$ cat src/rtl/msg_pkg.sv
// Shared types and helpers for the message serializer: the buffered message
// entry, the AXI-Stream beat width and the last-beat byte-enable helper.
package msg_pkg;

  localparam int MSG_MAX_BYTES   = 32;
  localparam int MSG_DATA_W      = 8 * MSG_MAX_BYTES;
  localparam int AXIS_DATA_BYTES = 8;
  localparam int AXIS_DATA_W     = 8 * AXIS_DATA_BYTES;
  localparam int BEAT_CNT_W      = 13;

  typedef struct packed {
    logic [15:0]           len;
    logic [MSG_DATA_W-1:0] data;
    logic                  err;
  } msg_entry_t;

  typedef enum logic {
    ST_IDLE = 1'b0,
    ST_SEND = 1'b1
  } ser_state_e;

  // Byte enables of a packet's final beat; a zero remainder means a full beat.
  function automatic logic [7:0] keep_from_rem(input logic [2:0] rem);
    logic [7:0] keep;
    keep = 8'hFF;
    if (rem != 3'd0) begin
      keep = (8'd1 << rem) - 8'd1;
    end
    return keep;
  endfunction

endpackage

$ cat src/rtl/msg_fifo.sv
// Single-clock FIFO of msg_entry_t with a registered full flag, an empty flag
// and an occupancy count; head entry is presented combinationally.
module msg_fifo
  import msg_pkg::*;
#(
  parameter int DEPTH = 4
) (
  input  logic                     clk,
  input  logic                     rst,
  input  logic                     push_i,
  input  msg_entry_t               din_i,
  input  logic                     pop_i,
  output msg_entry_t               dout_o,
  output logic                     full_o,
  output logic                     empty_o,
  output logic [$clog2(DEPTH):0]   count_o
);

  localparam int PTR_W = $clog2(DEPTH);
  localparam int CNT_W = PTR_W + 1;

  msg_entry_t       mem_q [DEPTH];
  logic [CNT_W-1:0] wr_ptr_q, wr_ptr_d;
  logic [CNT_W-1:0] rd_ptr_q, rd_ptr_d;
  logic             full_q, full_d;
  logic             push_ok, pop_ok;

  assign empty_o = (wr_ptr_q == rd_ptr_q);
  assign full_o  = full_q;
  assign count_o = wr_ptr_q - rd_ptr_q;
  assign dout_o  = mem_q[rd_ptr_q[PTR_W-1:0]];

  assign push_ok = push_i && !full_q;
  assign pop_ok  = pop_i && !empty_o;

  // Pointers carry one extra bit so full and empty differ; they wrap naturally.
  always_comb begin
    wr_ptr_d = wr_ptr_q + (push_ok ? CNT_W'(1) : CNT_W'(0));
    rd_ptr_d = rd_ptr_q + (pop_ok ? CNT_W'(1) : CNT_W'(0));
    full_d   = ((wr_ptr_d - rd_ptr_d) == CNT_W'(DEPTH));
  end

  // NOTE: sequential state uses non-blocking assignments so every flop samples
  // the pre-edge values regardless of block ordering.
  always_ff @(posedge clk or posedge rst) begin
    if (rst) begin
      wr_ptr_q <= '0;
      rd_ptr_q <= '0;
      full_q   <= 1'b0;
    end else begin
      wr_ptr_q <= wr_ptr_d;
      rd_ptr_q <= rd_ptr_d;
      full_q   <= full_d;
    end
  end

  // NOTE: storage is not reset; the pointers alone define which entries are
  // valid, and leaving the array reset-free lets it map onto plain RAM.
  always_ff @(posedge clk) begin
    if (push_ok) begin
      mem_q[wr_ptr_q[PTR_W-1:0]] <= din_i;
    end
  end

endmodule

$ cat src/rtl/msg_serializer.sv
// Buffers parallel msg_parser messages and replays each as a 64-bit
// AXI-Stream packet. Define MSG_SERIALIZER_DROP_ERR_EN to discard errored messages.
module msg_serializer
  import msg_pkg::*;
#(
  parameter int MAX_MSG_BYTES = MSG_MAX_BYTES,
  parameter int FIFO_DEPTH    = 4
) (
  input  logic                       clk,
  input  logic                       rst,
  input  logic                       msg_valid,
  input  logic [15:0]                msg_length,
  input  logic [8*MAX_MSG_BYTES-1:0] msg_data,
  input  logic                       msg_error,
  output logic [63:0]                m_tdata,
  output logic [7:0]                 m_tkeep,
  output logic                       m_tlast,
  output logic                       m_tuser,
  output logic                       m_tvalid,
  input  logic                       m_tready,
  output logic                       fifo_full,
  output logic [15:0]                drop_count
);

  localparam int CNT_W = $clog2(FIFO_DEPTH) + 1;

  msg_entry_t             entry_in;
  msg_entry_t             head;
  logic                   fifo_empty;
  logic [CNT_W-1:0]       fifo_count;
  logic                   accept, push, drop, pop, load;
  logic                   len_over;

  ser_state_e             state_q, state_d;
  logic [MSG_DATA_W-1:0]  data_q, data_d;
  logic [BEAT_CNT_W-1:0]  beat_cnt_q, beat_cnt_d;
  logic [BEAT_CNT_W-1:0]  head_beats;
  logic [2:0]             rem_q, rem_d;
  logic                   err_q, err_d;
  logic [15:0]            drop_count_q;

  // Ingress: clamp oversize messages and flag them as errored.
  // NOTE: every signal driven in always_comb gets a default first so no path
  // leaves it unassigned and infers a latch.
  always_comb begin
    len_over      = (msg_length > 16'(MAX_MSG_BYTES));
    entry_in.len  = len_over ? 16'(MAX_MSG_BYTES) : msg_length;
    entry_in.data = msg_data;
    entry_in.err  = msg_error | len_over;
`ifdef MSG_SERIALIZER_DROP_ERR_EN
    accept        = (msg_length != 16'd0) && !entry_in.err;
`else
    accept        = (msg_length != 16'd0);
`endif
  end

  // Full is the registered pre-edge flag, so a same-cycle pop cannot rescue a push.
  assign push = msg_valid && accept && !fifo_full;
  assign drop = msg_valid && !push;

  msg_fifo #(
    .DEPTH (FIFO_DEPTH)
  ) u_fifo (
    .clk     (clk),
    .rst     (rst),
    .push_i  (push),
    .din_i   (entry_in),
    .pop_i   (pop),
    .dout_o  (head),
    .full_o  (fifo_full),
    .empty_o (fifo_empty),
    .count_o (fifo_count)
  );

  assign head_beats = BEAT_CNT_W'((17'(head.len) + 17'd7) >> 3);

  always_comb begin
    state_d    = state_q;
    data_d     = data_q;
    beat_cnt_d = beat_cnt_q;
    rem_d      = rem_q;
    err_d      = err_q;
    pop        = 1'b0;
    load       = 1'b0;

    unique case (state_q)
      ST_IDLE: begin
        if (!fifo_empty) begin
          load    = 1'b1;
          state_d = ST_SEND;
        end
      end
      ST_SEND: begin
        if (m_tready) begin
          if (beat_cnt_q != '0) begin
            data_d     = data_q >> AXIS_DATA_W;
            beat_cnt_d = beat_cnt_q - BEAT_CNT_W'(1);
          end else if (!fifo_empty) begin
            load = 1'b1;
          end else begin
            state_d = ST_IDLE;
          end
        end
      end
      default: state_d = ST_IDLE;
    endcase

    // Loading on the last handshake gives zero-bubble back-to-back packets.
    if (load) begin
      pop        = 1'b1;
      data_d     = head.data;
      beat_cnt_d = head_beats - BEAT_CNT_W'(1);
      rem_d      = head.len[2:0];
      err_d      = head.err;
    end
  end

  always_ff @(posedge clk or posedge rst) begin
    if (rst) begin
      state_q    <= ST_IDLE;
      data_q     <= '0;
      beat_cnt_q <= '0;
      rem_q      <= '0;
      err_q      <= 1'b0;
    end else begin
      state_q    <= state_d;
      data_q     <= data_d;
      beat_cnt_q <= beat_cnt_d;
      rem_q      <= rem_d;
      err_q      <= err_d;
    end
  end

  always_ff @(posedge clk or posedge rst) begin
    if (rst) begin
      drop_count_q <= '0;
    end else if (drop && (drop_count_q != 16'hFFFF)) begin
      drop_count_q <= drop_count_q + 16'd1;
    end
  end

  assign drop_count = drop_count_q;
  assign m_tvalid   = (state_q == ST_SEND);
  assign m_tlast    = m_tvalid && (beat_cnt_q == '0);
  assign m_tkeep    = !m_tvalid ? 8'h00 :
                      (beat_cnt_q == '0) ? keep_from_rem(rem_q) : 8'hFF;

`ifdef MSG_SERIALIZER_DROP_ERR_EN
  assign m_tuser = 1'b0;
`else
  assign m_tuser = m_tvalid && err_q;
`endif

  // Disabled byte lanes are forced to zero so stale payload never leaks out.
  always_comb begin
    m_tdata = '0;
    for (int j = 0; j < AXIS_DATA_BYTES; j++) begin
      if (m_tkeep[j]) begin
        m_tdata[8*j +: 8] = data_q[8*j +: 8];
      end
    end
  end

  fifo_count_bound_a: assert property (@(posedge clk) disable iff (rst)
    fifo_count <= CNT_W'(FIFO_DEPTH));

endmodule

$ cat config.mk
export PLATFORM = sky130hd
export DESIGN_NAME = msg_serializer
export DESIGN_NICKNAME = d
export VERILOG_FILES = /design/src/rtl/msg_pkg.sv /design/src/rtl/msg_fifo.sv /design/src/rtl/msg_serializer.sv
export SDC_FILE = /design/constraint.sdc
export NUM_CORES = 2
export LEC_CHECK = 0
export CORE_MARGIN = 3
export CORE_UTILIZATION = 41
export CTS_CLUSTER_SIZE = 12
export DETAILED_ROUTE_END_ITERATION = 10
export GPL_TIMING_DRIVEN = 0
export SLEW_MARGIN = 25
export SYNTH_ARGS = -nofsm -noshare
export SYNTH_HDL_FRONTEND = slang
export SYNTH_SLANG_ARGS = --single-unit
export TNS_END_PERCENT = 5
$ cat constraint.sdc
create_clock -name clk -period 33.8 [get_ports clk]
set_clock_uncertainty 0.1 [all_clocks]
set_input_delay 3.38 -clock clk [delete_from_list [all_inputs] [get_ports clk]]
set_output_delay 3.38 -clock clk [all_outputs]
set_load 0.005 [all_outputs]
Word level (Yosys, flattened, before mapping):

Memory sizes are Yosys's and may differ from the RTL's.
Index checks and enable logic that the tools add are counted.

* reduce and logical (&&, ||, !) cells: 19
* equal/unequal tests: 3
* shifts and indexed selects: 1
* multiplexer cells: 32
* bitwise gates (word level): 2
* add/subtract/negate cells: 8
* $lt $le $gt $ge: 1

Operators by type and width (number)
* two-way mux 256 bit: 4
* two-way mux 8 bit: 11
* two-way mux 13 bit: 4
* subtractor 13 x 1 -> 13 bit (second input constant): 2
* adder 16 x 1 -> 16 bit (second input constant): 1
* adder 16 x 3 -> 16 bit (second input constant): 1
* greater-than comparator 16 x 6 -> 1 bit (second input constant): 1
* two-way mux 16 bit: 1
* != test 16 bit (second input constant): 1
* nonzero test 16 bit: 1
* logical NOT 13 bit: 1
* nonzero test 13 bit: 1
* two-way mux 1 bit: 10
* logical AND 1 bit: 8
* << shifter 1 x 3 -> 8 bit (first input constant): 1
* subtractor 8 x 1 -> 8 bit (second input constant): 1
* adder 3 bit: 2
* nonzero test 2 bit: 3
* one-hot mux 1 bit (2 select lines): 2
* equality test 3 bit: 1
* equality test 3 bit (second input constant): 1
* logical NOT 1 bit: 3
* AND reduction 3 bit: 1
* nonzero test 3 bit: 1
* 3 further kinds: 3

* register bits after elaboration: 297
* output and inout bits: 92
* bits of input ports: 277
* memories: 1
* RAM bits: 1092

Memory list
* u_fifo.mem_q: words 4, bits a word 273, rd ports 1, clocked after Yosys merged registers in 0, wr ports 1, RTL line msg_fifo.sv:22 `msg_entry_t mem_q [DEPTH];`

Longest topological paths before layout:

* word-level depth: 11
* gate-level depth with buffers: 19
* gate-level depth less buffers: 12

Hierarchy:

A second synthesis with hierarchy kept.

* cell total of the unflattened synthesis: 3055
* area total of the unflattened synthesis: 54153.2 um^2

Modules (own cells, without submodules)
* msg_fifo: sequential area each 32966.6 um^2, area an instance 40136.0 um^2, instances 1, cells each 1465
* msg_serializer: sequential area each 7257.0 um^2, area an instance 14017.2 um^2, instances 1, cells each 1590

Least setup slack after synthesis:

No wires, ideal clock.

* kind: input -> register
* start: input port msg_length[10]
* end: memory u_fifo.mem_q[2][0] (netlist name), enable pin
* setup slack: 8.912 ns
* data arrival time: 23.491 ns
* stages: 5
* setup time: 1.298 ns
* required time: 32.402 ns
* path through: nor4_1 -> nand3_1 -> or2_2 -> o211ai_1 -> nor3b_1

* longest elaborated chain between the ends: 6

RTL lines
* from (decl): RTL line msg_serializer.sv:12 `input logic [15:0] msg_length,`
* nonzero test 16 bit: RTL line msg_serializer.sv:53 `accept = (msg_length != 16'd0);`
* logical AND 1 bit (2 in series): RTL line msg_serializer.sv:58 `assign push = msg_valid && accept && !fifo_full;`
* logical AND 1 bit: RTL line msg_fifo.sv:33 `assign push_ok = push_i && !full_q;`
* two-way mux 1 bit: RTL line msg_fifo.sv:60 `if (push_ok) begin`
* two-way mux 1 bit (not written as such): RTL line msg_fifo.sv:61 `mem_q[wr_ptr_q[PTR_W-1:0]] <= din_i;`
* to (decl): RTL line msg_fifo.sv:22

Every way passes these cells.

Worst setup path in the final report:

* start: register beat_cnt_q[8]
* end: output port m_tdata[17]

* longest elaborated chain between the ends: 4

RTL lines
* from (decl): RTL line msg_serializer.sv:36 `logic [BEAT_CNT_W-1:0] beat_cnt_q, beat_cnt_d;`
* from (signal assigned): RTL line msg_serializer.sv:128 `beat_cnt_q <= beat_cnt_d;`
* logical NOT 13 bit: RTL line msg_serializer.sv:146 `(beat_cnt_q == '0) ? keep_from_rem(rem_q) : 8'hFF;`
* two-way mux 8 bit: RTL line msg_serializer.sv:146
* two-way mux 8 bit: RTL line msg_serializer.sv:145 `assign m_tkeep = !m_tvalid ? 8'h00 :`
* two-way mux 8 bit: RTL line msg_serializer.sv:158 `if (m_tkeep[j]) begin`
* to (decl): RTL line msg_serializer.sv:15 `output logic [63:0] m_tdata,`

Every way passes these cells.

==> qor.yml <==
status: "finished clean"
met1Wirelength_um: 60320
dieArea_mm2: 0.1343
post_cts_buffers: 0
min_path_cells: 1
startpoint: "beat_cnt_q[8]$_DFFE_PP0P_"
syn_area_per_cell_um2: 17.68
clk_latency_ps: 760
vias_per_cell: 5.355
max-cap-violations: 0
final_cells: 5575
io_pins: 369
wl_per_cell_um: 25.10
synth_top_family_by_area: "multiplexers"
crit_path_end_kind: "output pin"
synth_xor_area_share_pct: 0.5260
wl_met2_um: 65070
num_vias: 29850
reg2reg_to: "beat_cnt_q[10]$_DFFE_PP0P_"
first_pass_iters: 6
yosys_register_bits: 1389
ys_async_sr_fraction_pct: 21.38
drt-initial-drc-count: 2794
setup_violations: 0
synth_compound_area_share_pct: 4.309
cts_made_buffers: 148
r2r_slack_ps: 28290
holdBufCountCts: 0
wirelength_um: 139900
gp_congestion: 0.8214
r2r-start: "u_fifo.rd_ptr_q[1]$_DFF_PP0_"
final_antenna_net_count: 0
synthFlopType: "edfxtp_1"
finalNetCount: 3977
core_area_mm2: 0.1283
vdd_drop_max_uv: 48.82
min_to: "drop_count[11]$_DFFE_PP0P_"
grt_pass1_vias: 30660
ys_top_cells_by_count: "1092 x edfxtp_1, 429 x nand2_1, 297 x dfrtp_1"
ys_seq_area_share_pct: 75.49
synth.area.top_cells: "edfxtp_1 62%, dfrtp_1 14%, mux4_2 11%, nand2_1 3.0%, a31oi_1 2.3%"
timing.final.crit_share_pct: 22.77
yosys.area_share.simple_pct: 6.354
place_area_mm2: 0.06080
drc: 0
worstMarginPinSlew_ps: 992.2
max_freq_ghz: 0.1300
wl_met3_um: 10680
synth_fa_ha_area_share_pct: 0.1878
fillers: 10620
synth_mux_area_share_pct: 11.69
area_growth_pct: 22.86
fin_area_mm2: 0.06547
final-max-slew-violation-count: 0
hold_ws_ps: 394.2
highest_layer: "met5"
cts.clk_slew.worst_paths_ps: 60
dp_hpwl_um: 98810
synth.most_common_cell: "edfxtp_1"
relSlewSlack_pct: 33.61
worstHoldPathType: "reg -> reg"
clock_path_buffers: 3
yosys.area.top_type: "edfxtp_1"
reg2regPathDepth: 16
p_per_area_mw_per_mm2: 75.27
required_ps: 30320
tritoncts: "built"
die_w_um: 366.5
crit_type: "reg -> out"
grt_use_total_pct: 20.93
rsz0062_at_grt: "false"
critPathMaxFanout: 10
numPortBuffers: 368
numClockSinks: 1389
grt_pass1_wl_um: 207500
ys_warn_count: 0
ys_types: 63
min-delay-start: "drop_count[11]$_DFFE_PP0P_"
grt_overflow: 0
syn_inst: 3014
grt_max_degree: 86
clk_root_buffer_cell: "clkbuf_16"
rows: 131
fin_crit_ps: 7695
worstPathArrival_ps: 4210
leakage_nw: 22.55
start_kind: "flop"
h-tree-depth: 4
synthDominantCellAreaShare_pct: 61.54
cts_resized: 0
initial_utilization_pct: 41.52
netlist_area_mm2: 0.05329
hold_violations: 0
grt_antenna_before_repair: 41
drive_gt1_share_pct: 17.58
synth_edf_count: 1092
dp_cells: 5270
fp.dieH_um: 366.5
==> layer usage <==
metal  vias up  global-route usage, %
met4        14                  7.625
met3       212                  5.259
met2      1067                  31.73
met1     15420                  29.46
li1      13140                      -
met5         -                      0
==> sequential cells by signal, summed over array words and instances, names as in the netlist, 3 cells and up <==
signal and cells:
u_fifo.wr_ptr_q 3, data_q 256, u_fifo.rd_ptr_q 3, beat_cnt_q 13
rem_q 3, u_fifo.mem_q 1092, drop_count 16
==> worst max-delay path, stage by stage (launching register included) <==
cell and delay, ps:
dfrtp_1 420, or4_1 670, or4_1 500, clkbuf_1 200, nor3_1 250, nor2_2 190, a31o_2 430, and2_1 300
clkdlybuf4s50_1 470
==> logic make-up after synthesis <==
family	Yosys count
multiplexers	278
other	1
AND/OR/NAND/NOR	801
adder cells (fa/ha/maj)	8
AO/OA/AOI/OAI	321
buffers and inverters	184
flip-flops	1389
XOR/XNOR	32
==> power breakdown <==
| part | internal, mW | switching, mW | total [mW] |
|---|---|---|---|
| Clock | 0.878 | 0.655 | 1.53 |
| Combinational | 0.536 | 0.617 | 1.15 |
| Sequential | 2.16 | 0.0808 | 2.24 |
| Total | 3.57 | 1.35 | 4.93 |
==> layout make-up <==
| type | instances | area (um^2) | area share (%) |
|---|---|---|---|
| flip-flops and latches | 1389 | 40220 | 61.44 |
| multi-input cells | 1480 | 12470 | 19.05 |
| repair buffers | 489 | 5157 | 7.878 |
| clock buffers | 234 | 4274 | 6.529 |
| well taps | 1729 | 2163 | 3.304 |
| plain buffers | 174 | 754.5 | 1.152 |
| clock inverters | 40 | 302.8 | 0.4625 |
| diodes | 30 | 75.07 | 0.1147 |
| inverters | 10 | 45.04 | 0.06880 |
==> per-stage QoR <==
step | util (%) | power, mW | setup TNS, ps | setup slack, ps
5_1_grt | 50.97 | 5.150 | 0 | 25960
6_report | 51.01 | 4.928 | 0 | 26110
3_5_place_dp | 47.37 | 3.447 | 0 | 25660
2_1_floorplan | - | 3.103 | 0 | 8912
4_1_cts | 50.94 | 4.990 | 0 | 26070
3_3_place_gp | 46.19 | 3.629 | -4861600 | -10250
==> worst max-delay path by stage <==
stage,end,slack [ps],cells after the start
floorplan,u_fifo.mem_q[2][0]$_DFFE_PP_,8910,5
global placement,u_fifo.mem_q[2][147]$_DFFE_PP_,-10250,6
detailed placement,beat_cnt_q[10]$_DFFE_PP0P_,25660,14
CTS,m_tdata[17],26070,8
global route,m_tdata[18],25960,8
finish,m_tdata[17],26110,8
==> cells in the final DEF, fill, tap and decap left out, drive strengths merged, types with 7 or more instances in the layout <==
cell           count
edfxtp          1092
nand2            430
clkdlybuf4s50    368
clkbuf           360
dfrtp            297
mux4             273
nor2             223
a31oi            196
buf              169
and2              73
a22o              64
conb              40
clkinv            34
diode             30
xnor2             20
inv               14
nand3             12
xor2              12
a21oi             12
nor3              12
o21ai             10
ha                 8
nor4               7
No activity file was read; power rests on OpenSTA's default activity.
